===== config.mk =====
export PLATFORM = sky130hd
export DESIGN_NAME = pipe_hazard_ctrl
export DESIGN_NICKNAME = d
export VERILOG_FILES = /design/src/rtl/pipe_hazard_ctrl.sv
export SDC_FILE = /design/constraint.sdc
export NUM_CORES = 1
export LEC_CHECK = 0
export ABC_AREA = 1
export CORE_UTILIZATION = 36
export CTS_BUF_LIST = sky130_fd_sc_hd__clkbuf_2
export CTS_CLUSTER_SIZE = 14
export DETAILED_ROUTE_END_ITERATION = 16
export GPL_ROUTABILITY_DRIVEN = 1
export PLACE_DENSITY = 0.82
export SYNTH_ARGS = -nofsm -noshare
export SYNTH_HDL_FRONTEND = slang
export SYNTH_SLANG_ARGS = --single-unit

===== constraint.sdc =====
create_clock -name clk_i -period 1.8 [get_ports clk_i]
set_clock_uncertainty 0.05 [all_clocks]
set_input_delay 0.36 -clock clk_i [delete_from_list [all_inputs] [get_ports clk_i]]
set_output_delay 0.36 -clock clk_i [all_outputs]
set_load 0.1 [all_outputs]

===== src/rtl/pipe_hazard_ctrl.sv =====
// Pipeline hazard/flush controller: load-use bubbles, taken-branch squash, multi-cycle windows.
// Optional perf counters enabled by defining PIPE_HAZARD_PERF_CNT_EN.
module pipe_hazard_ctrl #(
    parameter int STALL_CYC = 1,
    parameter int FLUSH_CYC = 1,
    parameter int CNT_W     = 16
) (
    input  logic             clk_i,
    input  logic             rst_i,
    input  logic             IDEX_MemRead_i,
    input  logic [2:0]       IDEX_RTaddr_i,
    input  logic [2:0]       IFID_RSaddr_i,
    input  logic [2:0]       IFID_RTaddr_i,
    input  logic             IFID_UsesRT_i,
    input  logic             BranchTaken_i,
    output logic             PCWrite_o,
    output logic             IFIDWrite_o,
    output logic             IDEXWrite_o,
    output logic             IFID_Flush_o,
    output logic             IDEX_Flush_o,
    output logic             Busy_o,
    output logic [CNT_W-1:0] StallCnt_o,
    output logic [CNT_W-1:0] FlushCnt_o
);

    typedef enum logic [1:0] {
        IDLE  = 2'd0,
        STALL = 2'd1,
        FLUSH = 2'd2
    } state_e;

    // Control bundle order: {PCWrite, IFIDWrite, IDEXWrite, IFID_Flush, IDEX_Flush}
    localparam logic [4:0] CTL_PASS  = 5'b11111;
    localparam logic [4:0] CTL_STALL = 5'b00011;
    localparam logic [4:0] CTL_FLUSH = 5'b11100;

    localparam logic [2:0] STALL_LD = 3'(STALL_CYC - 1);
    localparam logic [2:0] FLUSH_LD = 3'(FLUSH_CYC - 1);

    state_e     state_q, state_d;
    logic [2:0] cnt_q, cnt_d;
    logic [4:0] ctl;
    logic       lu;
    logic       stall_evt;
    logic       flush_evt;

    // Register 0 is hardwired zero, so it never creates a dependency.
    assign lu = IDEX_MemRead_i && (IDEX_RTaddr_i != 3'd0) &&
                ((IDEX_RTaddr_i == IFID_RSaddr_i) ||
                 (IFID_UsesRT_i && (IDEX_RTaddr_i == IFID_RTaddr_i)));

    always_comb begin
        state_d   = state_q;
        cnt_d     = cnt_q;
        ctl       = CTL_PASS;
        stall_evt = 1'b0;
        flush_evt = 1'b0;

        unique case (state_q)
            IDLE: begin
                if (BranchTaken_i) begin
                    ctl       = CTL_FLUSH;
                    flush_evt = 1'b1;
                    if (FLUSH_CYC > 1) begin
                        state_d = FLUSH;
                        cnt_d   = FLUSH_LD;
                    end
                end else if (lu) begin
                    ctl       = CTL_STALL;
                    stall_evt = 1'b1;
                    if (STALL_CYC > 1) begin
                        state_d = STALL;
                        cnt_d   = STALL_LD;
                    end
                end
            end

            STALL: begin
                // A taken branch makes the stalled instruction wrong-path; squash instead.
                if (BranchTaken_i) begin
                    ctl       = CTL_FLUSH;
                    flush_evt = 1'b1;
                    if (FLUSH_CYC > 1) begin
                        state_d = FLUSH;
                        cnt_d   = FLUSH_LD;
                    end else begin
                        state_d = IDLE;
                        cnt_d   = 3'd0;
                    end
                end else begin
                    ctl = CTL_STALL;
                    if (cnt_q <= 3'd1) begin
                        state_d = IDLE;
                        cnt_d   = 3'd0;
                    end else begin
                        cnt_d = cnt_q - 3'd1;
                    end
                end
            end

            FLUSH: begin
                ctl = CTL_FLUSH;
                if (cnt_q <= 3'd1) begin
                    state_d = IDLE;
                    cnt_d   = 3'd0;
                end else begin
                    cnt_d = cnt_q - 3'd1;
                end
            end

            default: begin
                state_d = IDLE;
                cnt_d   = 3'd0;
            end
        endcase

        if (rst_i) begin
            ctl       = CTL_PASS;
            state_d   = IDLE;
            cnt_d     = 3'd0;
            stall_evt = 1'b0;
            flush_evt = 1'b0;
        end
    end

    always_ff @(posedge clk_i) begin
        state_q <= state_d;
        cnt_q   <= cnt_d;
    end

    assign {PCWrite_o, IFIDWrite_o, IDEXWrite_o, IFID_Flush_o, IDEX_Flush_o} = ctl;
    assign Busy_o = (state_q != IDLE);

`ifdef PIPE_HAZARD_PERF_CNT_EN
    logic [CNT_W-1:0] stall_cnt_q, stall_cnt_d;
    logic [CNT_W-1:0] flush_cnt_q, flush_cnt_d;

    always_comb begin
        stall_cnt_d = stall_cnt_q;
        flush_cnt_d = flush_cnt_q;
        if (stall_evt && (stall_cnt_q != {CNT_W{1'b1}})) stall_cnt_d = stall_cnt_q + 1'b1;
        if (flush_evt && (flush_cnt_q != {CNT_W{1'b1}})) flush_cnt_d = flush_cnt_q + 1'b1;
    end

    always_ff @(posedge clk_i) begin
        if (rst_i) begin
            stall_cnt_q <= '0;
            flush_cnt_q <= '0;
        end else begin
            stall_cnt_q <= stall_cnt_d;
            flush_cnt_q <= flush_cnt_d;
        end
    end

    assign StallCnt_o = stall_cnt_q;
    assign FlushCnt_o = flush_cnt_q;
`else
    logic unused_evt;
    assign unused_evt = stall_evt ^ flush_evt;
    assign StallCnt_o = '0;
    assign FlushCnt_o = '0;
`endif

endmodule


# Yosys cells after proc, flatten, opt, wreduce, memory -nomap -nowiden
# Cells that the tools add are included.
[word_totals] out_inout_bits=38 word_cells=26 reg_bits=5
[op_classes] n_reduce_logical=7 n_lt_le_gt_ge=1 eq_ne=4 n_addsub=1 muxes=11
[op_table] op="$mux W5" n=4
[op_table] op="$pmux W5 S3" n=1
[op_table] op="$pmux W3 S3" n=1
[op_table] op="$eq A3 B3 Y1" n=2
[op_table] op="$mux W3" n=2
[op_table] op="$pmux W2 S3" n=1
[op_table] op="$mux W2" n=2
[op_table] op="$le A3 B1 Y1 const B" n=1
[op_table] op="$logic_and A1 B1 Y1" n=3
[op_table] op="$reduce_bool A3 Y1" n=1
[op_table] op="$sub A3 B1 Y3 const B" n=1
[op_table] op="$eq A2 B1 Y1 const B" n=1
[op_table] op="$eq A2 B2 Y1 const B" n=1
[op_table] op="$logic_not A2 Y1" n=1
[op_table] op="$reduce_bool A2 Y1" n=1
[op_table] op="$logic_or A1 B1 Y1" n=1

# Logic depth before layout (Yosys ltp)
# Gate-level depths: netlist (run 1).
[depth] ltp_word=8 mapped_depth=10

# Least setup slack after synthesis (run 1)
# OpenSTA, ideal clock, no wires.
[synth_timing] path_kind="reg2out" start="register state_q[1]" end="output port IFID_Flush_o" slack_ps=-1700 required_time_ps=1390 path_stages_with_launch=3 t_arrival_ps=3090 n_path_buf=1 cell_sequence="dfxtp_1 o21ai_0 buf_4"
[synth_between] elab_chain_len=3
[synth_rtl] item="from (decl)" line_no="40" rtl="state_e state_q, state_d;"
[synth_rtl] item="from (signal assigned)" line_no="127" rtl="state_q <= state_d;"
[synth_rtl] item="$eq A2 B2 Y1, or another cell as far along" line_no="59" rtl="unique case (state_q)"
[synth_rtl] item="$pmux W5 S3 *" line_no="59"
[synth_rtl] item="$mux W5 *" line_no="117" rtl="if (rst_i) begin"
[synth_rtl] item="to (decl)" line_no="19" rtl="output logic IFID_Flush_o,"
# Every way passes the cells marked *; elsewhere a longest branch is shown, timed or not.

# Worst setup path in the final report (run 1)
[layout_timing] start="register state_q[1]" end="output port PCWrite_o"
[layout_between] elab_chain_len=3
[layout_rtl] item="$eq A2 B2 Y1, or another cell as far along" line_no="59"
[layout_rtl] item="$pmux W5 S3 *" line_no="59"
[layout_rtl] item="$mux W5 *" line_no="117"
[layout_rtl] item="to (decl)" line_no="16" rtl="output logic PCWrite_o,"
# Marks and branches as above.

==> results.cfg, run 1 <==
[yosys]
synth.top_cells.by_count = buf_4, nand2_1, inv_1
synth.cell_area_um2 = 740.7
seq_area_frac_synth = 0.1351
synth_top_area_frac = 0.3547
yosys.area.top_type = buf_4
synthTopCellsByArea = buf_4, dfxtp_1, nand2_1
syn_avg_cell_area_um2 = 6.385
synth_cell_types = 19
synth.most_common_cell = buf_4
synthArstFlopShare = 0
synthCells = 116
yosys_register_bits = 5
ys.flop_type = dfxtp_1
synth_edf_count = 0
synth-warning-count = 0

[critical_path]
cp.arrival_ns = 1.45
r2r-end = cnt_q[1]$_SDFFE_PP0N_
ff2ff_path_depth = 11
ff2ff_setup_slack_ns = 0.12
critPathCaptureType = primary output
worstPathMaxFanout = 5
reg2reg_from = state_q[0]$_SDFFE_PP0N_
crit_required_ns = 1.39
worstSetupStartpointType = register
criticalPathCategory = reg -> out

[layout]
multi_input_area_um2 = 501.7
stdcell_count = 172
regArea_um2 = 107.6
areaGrowthSynthToFinish_pct = 41.38
antennaDiodeCount = 0
final_nets = 166
filler_cell_count = 179
drive_gt1_frac = 0.3310

[floorplanning]
die-area_um2 = 2243
placementRows = 16
core-area_um2 = 1942
pin_count = 52
start_util = 0.3814
die_w_um = 47.36
dieHeight_um = 47.36

[grt]
first_global_vias = 607
grt_use_met3 = 0.01538
grt_busiest_layer = met2
grt_max_degree = 7
antenna_found_initial = 0
grt_pass1_wl_um = 2214
overflow = 0
track_usage = 0.1367
grt_util_met2 = 0.2932
grt_use_met1 = 0.1136

[clock_network]
cts_root_buffer = clkbuf_2
cts.sinks = 5
clock_latency_ns = 0.20
cts_max_level = 1
cts_tree = done
cts_inserted_buffers = 3
hold_buffers = 0
clockBufferDepth = 2
clk_pin_slew_ns = 0.05

[timing]
slew_viol_final = 0
hold_viol_final = 0
max_freq_mhz = 538.5
setup_ws_ns = -0.05697
setup_viol = 3
final.period_utilization = 1.032
rsz0062_at_grt = true
period_minus_slack_ns = 1.857

[routing]
dr.first_iter.drc_count = 12
drc_errors = 0
avgViaCountPerCell = 3.994
ant_nets = 0
wl_per_cell_um = 9.087
wirelength_um = 1563
drt_first_pass_iters = 4
vias = 687

[power_and_ir_drop]
power_density_nw_per_um2 = 577.5
p_leak_uw = 0.0005455
p_total_uw = 604.8
irDropWorstVdd_mv = 0.3675

[hold_path]
min_path_type = reg -> reg
hold_depth = 2
holdCritStartpoint = state_q[1]$_SDFFE_PP0N_
hold_path_end = state_q[1]$_SDFFE_PP0N_

[run_status]
violations = negative setup slack
outcome = finished with violations

[run]
drv_cap = 0

[placed_design]
dp_slack_ns = -0.2856
place_hpwl_um = 1119
portBuffers = 19
placed_cells = 160
place_congestion = 0.7729
cell type report:
cell class	count	share of cell area
clock buffer	4	0.01912
tap	27	0.03226
sequential	5	0.1027
inverter	20	0.08005
multi-input combinational	87	0.4791
timing repair buffer	29	0.2867
through the flow:
stage	setup TNS (ns)	util	hold WS (ns)	cell area, µm²
after global placement	-0.7901	0.4716	0.4198	915.9
after floorplan	-0.2362	-	0.3791	904.6
after detailed placement	-0.9220	0.4716	0.4337	915.9
after global routing	-0.2518	0.5393	0.4705	1047
after CTS	-0.1167	0.5264	0.4445	1022
final	-0.1687	0.5393	0.4446	1047
where the power goes:
group | internal [µW] | total [µW] | switching, µW
registers | 108 | 108 | 0.0000000000000427
logic | 46.9 | 400 | 353
clock network | 58.8 | 96.5 | 37.7
total | 214 | 605 | 391
placed cells by master, fill, tap and decap left out, drive strengths merged, types with 2 or more instances in the layout:
cell          n
nor3          2
nor2          8
conb         32
nand3         2
a21oi         4
inv          19
nand2        24
dlygate4sd2   8
ha            6
o21ai         5
dfxtp         5
clkbuf        7
buf          16
critical path, stage by stage (launching register included):
cell and delay, ns:
dfxtp_4 0.38, inv_1 0.08, ha_2 0.20, a211oi_4 0.28, nand2_4 0.12, buf_12 0.18
layer usage:
layer	up-vias	wire length, µm
met4	0	0
met1	313	544
li1	342	-
met3	0	87
met5	-	0
met2	32	931
timing repair:
action	in CTS	in global routing
setup endpoints to repair	5	9
resized for setup	23	16
pin swaps	12	8
buffers inserted	9	0
cloned	0	0
logic make-up after synthesis:
kind of cell    Yosys count  synth area share
xor+xnor                  1           0.01183
fa+ha+maj                 6            0.1013
simple gates             37            0.2111
flops                     5            0.1351
buf+inv                  55            0.4561
compound gates           11           0.07940
other cells               1          0.005063
how the worst max path moves through the flow:
stage	start	endpoint	slack, ns	cells after the start
2_1_floorplan	BranchTaken_i	IFID_Flush_o	-0.24	2
3_3_place_gp	IDEX_RTaddr_i[2]	IFIDWrite_o	-0.24	11
3_5_place_dp	IDEX_RTaddr_i[0]	PCWrite_o	-0.29	11
4_1_cts	state_q[0]$_SDFFE_PP0N_	PCWrite_o	-0.04	7
5_1_grt	state_q[1]$_SDFFE_PP0N_	PCWrite_o	-0.08	5
6_report	state_q[1]$_SDFFE_PP0N_	PCWrite_o	-0.06	5
sequential cells by signal, summed over array words and instances (netlist names):
register  count
state_q       2
cnt_q         3
(Power assumes the default switching activity.)
==> run 2: changes to the inputs <==
--- a/config.mk
+++ b/config.mk
@@ -6,6 +6,7 @@
 export NUM_CORES = 1
 export LEC_CHECK = 0
 export ABC_AREA = 1
+export CAP_MARGIN = 30
 export CORE_UTILIZATION = 36
 export CTS_BUF_LIST = sky130_fd_sc_hd__clkbuf_2
 export CTS_CLUSTER_SIZE = 14
==> results of run 2 <==
Same layout as run 1: the final DEF is identical, and so are final timing and power.
==> run 3: changes to the inputs <==
--- a/config.mk
+++ b/config.mk
@@ -5,14 +5,14 @@
 export SDC_FILE = /design/constraint.sdc
 export NUM_CORES = 1
 export LEC_CHECK = 0
-export ABC_AREA = 1
 export CAP_MARGIN = 30
-export CORE_UTILIZATION = 36
+export CORE_MARGIN = 10
+export CORE_UTILIZATION = 34
 export CTS_BUF_LIST = sky130_fd_sc_hd__clkbuf_2
 export CTS_CLUSTER_SIZE = 14
 export DETAILED_ROUTE_END_ITERATION = 16
 export GPL_ROUTABILITY_DRIVEN = 1
-export PLACE_DENSITY = 0.82
+export PLACE_DENSITY = 0.81
 export SYNTH_ARGS = -nofsm -noshare
 export SYNTH_HDL_FRONTEND = slang
 export SYNTH_SLANG_ARGS = --single-unit
==> run 3 against run 2 <==
  * The flow still finishes with violations (negative setup slack)
  * Global-route usage fell by 5.3 points
  * Die area rose by 88%
  * Critical path depth rose by 1
==> results.cfg, run 3 <==
[yosys]
synth-warning-count = 0
synthArstFlopShare = 0
synth_edf_count = 0
syn_avg_cell_area_um2 = 8.081
synthCells = 85
ys.flop_type = dfxtp_1
synth_top_area_frac = 0.3825
synth_cell_types = 24
yosys.area.top_type = buf_4
synth.cell_area_um2 = 686.9
seq_area_frac_synth = 0.1457
synth.top_cells.by_count = buf_4, ha_1, inv_1, xnor2_1
synthTopCellsByArea = buf_4, dfxtp_1, ha_1
yosys_register_bits = 5
synth.most_common_cell = buf_4

[layout]
largest_reg_flops = 3
top_register = cnt_q
fin_area_um2 = 988.4
final_common_cell = conb_1
drive_gt1_frac = 0.3274
largest_registers = cnt_q (3), state_q (2)
final_nets = 134
final_cell_mix = conb_1, dlygate4sd2_1, buf_4
antennaDiodeCount = 0
areaGrowthSynthToFinish_pct = 43.90

[clock_network]
cts_root_buffer = clkbuf_2
cts_tree = done
clk_pin_slew_ns = 0.06
cts_max_level = 1
cts_inserted_buffers = 3
cts.sinks = 5
clock_latency_ns = 0.21
clockBufferDepth = 2
hold_buffers = 0

[placed_design]
placed_area_um2 = 908.4
place_congestion = 0.7179
portBuffers = 19
place_hpwl_um = 1520

[routing]
drt_first_pass_iters = 2
ant_nets = 0
drc_errors = 0
wl_per_cell_um = 12.51
vias = 544
dr.first_iter.drc_count = 3
wirelength_um = 1751
avgViaCountPerCell = 3.886

[floorplanning]
core-area_um2 = 1942
placementRows = 16
dieHeight_um = 64.95
pin_count = 52
start_util = 0.3537
die_w_um = 64.95
die-area_um2 = 4218

[timing]
hold_ws_ns = 0.4472
hold_viol_final = 0
setup_ws_ns = -0.1096
period_minus_slack_ns = 1.910
slew_viol_final = 0
setup_viol = 4
rsz0062_at_grt = true
fin_tns_setup_ns = -0.3626
final.period_utilization = 1.061
max_freq_mhz = 523.7

[critical_path]
criticalPathCategory = reg -> out
worstPathMaxFanout = 4
critPathCaptureType = primary output
cpPeakStageDelay_ns = 0.36
path_cells = inv_2 > ha_4 > a2111oi_4 > buf_4 > o21ai_4 > buf_12
worstSetupStartpointType = register
crit_required_ns = 1.39
cp.arrival_ns = 1.50
critPathSlowestCell = dfxtp_2

[grt]
grt_max_degree = 7
overflow = 0
grt_pass1_wl_um = 2884
track_usage = 0.08374
first_global_vias = 683
antenna_found_initial = 0

[hold_path]
min_path_type = reg -> reg

[power_and_ir_drop]
netSwitchingFraction = 0.6397
p_switching_uw = 387.3
pwr-share-seq = 0.181
p_int_uw = 218.1
power_density_nw_per_um2 = 612.5
p_leak_uw = 0.0004446
p_clk_frac = 0.165
irDropWorstVdd_mv = 0.3429
pwr-share-comb = 0.655

[run]
drv_cap = 0

[run_status]
violations = negative setup slack
outcome = finished with violations
run 3: cell types whose count changed in the layout (fill, tap and decap cells not counted), moves of 3 or more:
cell | before | now
nand2_1 | 19 | 3
xnor2_1 | 1 | 6
clkbuf_2 | 7 | 4
inv_1 | 13 | 3
nor2_1 | 6 | 1
dlygate4sd2_1 | 8 | 11
nand2_2 | 4 | 0
run 3: final timing paths:
check / startpoint / to / slack [ns] / cells after the start
setup / recovery: state_q[1]$_SDFFE_PP0N_ / IDEXWrite_o / -0.11 / 6
hold reg to reg: cnt_q[1]$_SDFFE_PP0N_ / cnt_q[1]$_SDFFE_PP0N_ / 0.45 / 2
hold / removal: cnt_q[1]$_SDFFE_PP0N_ / cnt_q[1]$_SDFFE_PP0N_ / 0.45 / 2
setup reg to reg: state_q[1]$_SDFFE_PP0N_ / cnt_q[2]$_SDFFE_PP0N_ / 0.23 / 8
run 3: worst max-delay path: cells and delay by family (launching register included):
family                     cells  cell delay (ns)
DFF                            1             0.36
adders and majority gates      1             0.16
buffers and inverters          3             0.40
AOI/OAI and AO/OA              2             0.36
run 3: layout make-up:
class / count / area, µm²
Sequential cell: 5 / 105.1
Inverter: 6 / 26.28
Tap cell: 27 / 33.78
Multi-Input combinational cell: 70 / 495.5
Fill cell: 183 / 953.4
Timing Repair Buffer: 28 / 307.8
Clock buffer: 4 / 20.02
run 3: per-stage QoR:
step / std cells / utilization / total power [µW] / setup slack, ns
2_1_floorplan: 116 / - / 509.3 / -0.7167
3_3_place_gp: 134 / 0.4678 / 505.6 / -0.3742
3_5_place_dp: 134 / 0.4678 / 507.3 / -0.3977
4_1_cts: 140 / 0.5071 / 606.3 / -0.1276
5_1_grt: 140 / 0.5090 / 638.6 / -0.2360
6_report: 140 / 0.5090 / 605.4 / -0.1096
run 3: power groups by stage:
stage	clock (µW)	combinational (µW)	sequential, µW
global route	123	407	109
CTS	105	392	109
finish	99.7	396	109
floorplan	0	396	113
detailed placement	0	394	113
global placement	0	393	113
run 3: cells by family (layout without fill, tap and decap cells):
group                      after synthesis  count (layout)  share of synthesized area
buffers and inverters                   41              38                     0.4153
and+or+nand+nor                         14              14                     0.1148
AOI/OAI and AO/OA                       11              11                     0.1184
adders and majority gates                6               6                     0.1093
xor gates and xnor gates                 6               6                    0.07650
DFF                                      5               5                     0.1457
other                                    1              32                   0.005459
muxes                                    1               1                    0.01457
run 3: routing by layer:
metal | global-route usage | up-vias | routed length, µm
met5 | 0 | - | 0
met4 | 0.07219 | 0 | 38
met3 | 0.03436 | 4 | 126
met2 | 0.1379 | 35 | 883
met1 | 0.07965 | 240 | 703
li1 | - | 265 | -
run 3: timing repair:
action,CTS,global route
setup endpoints to repair,6,6
setup buffers,2,0
pin swaps,10,0
gates resized for setup,24,1
gates cloned,0,0
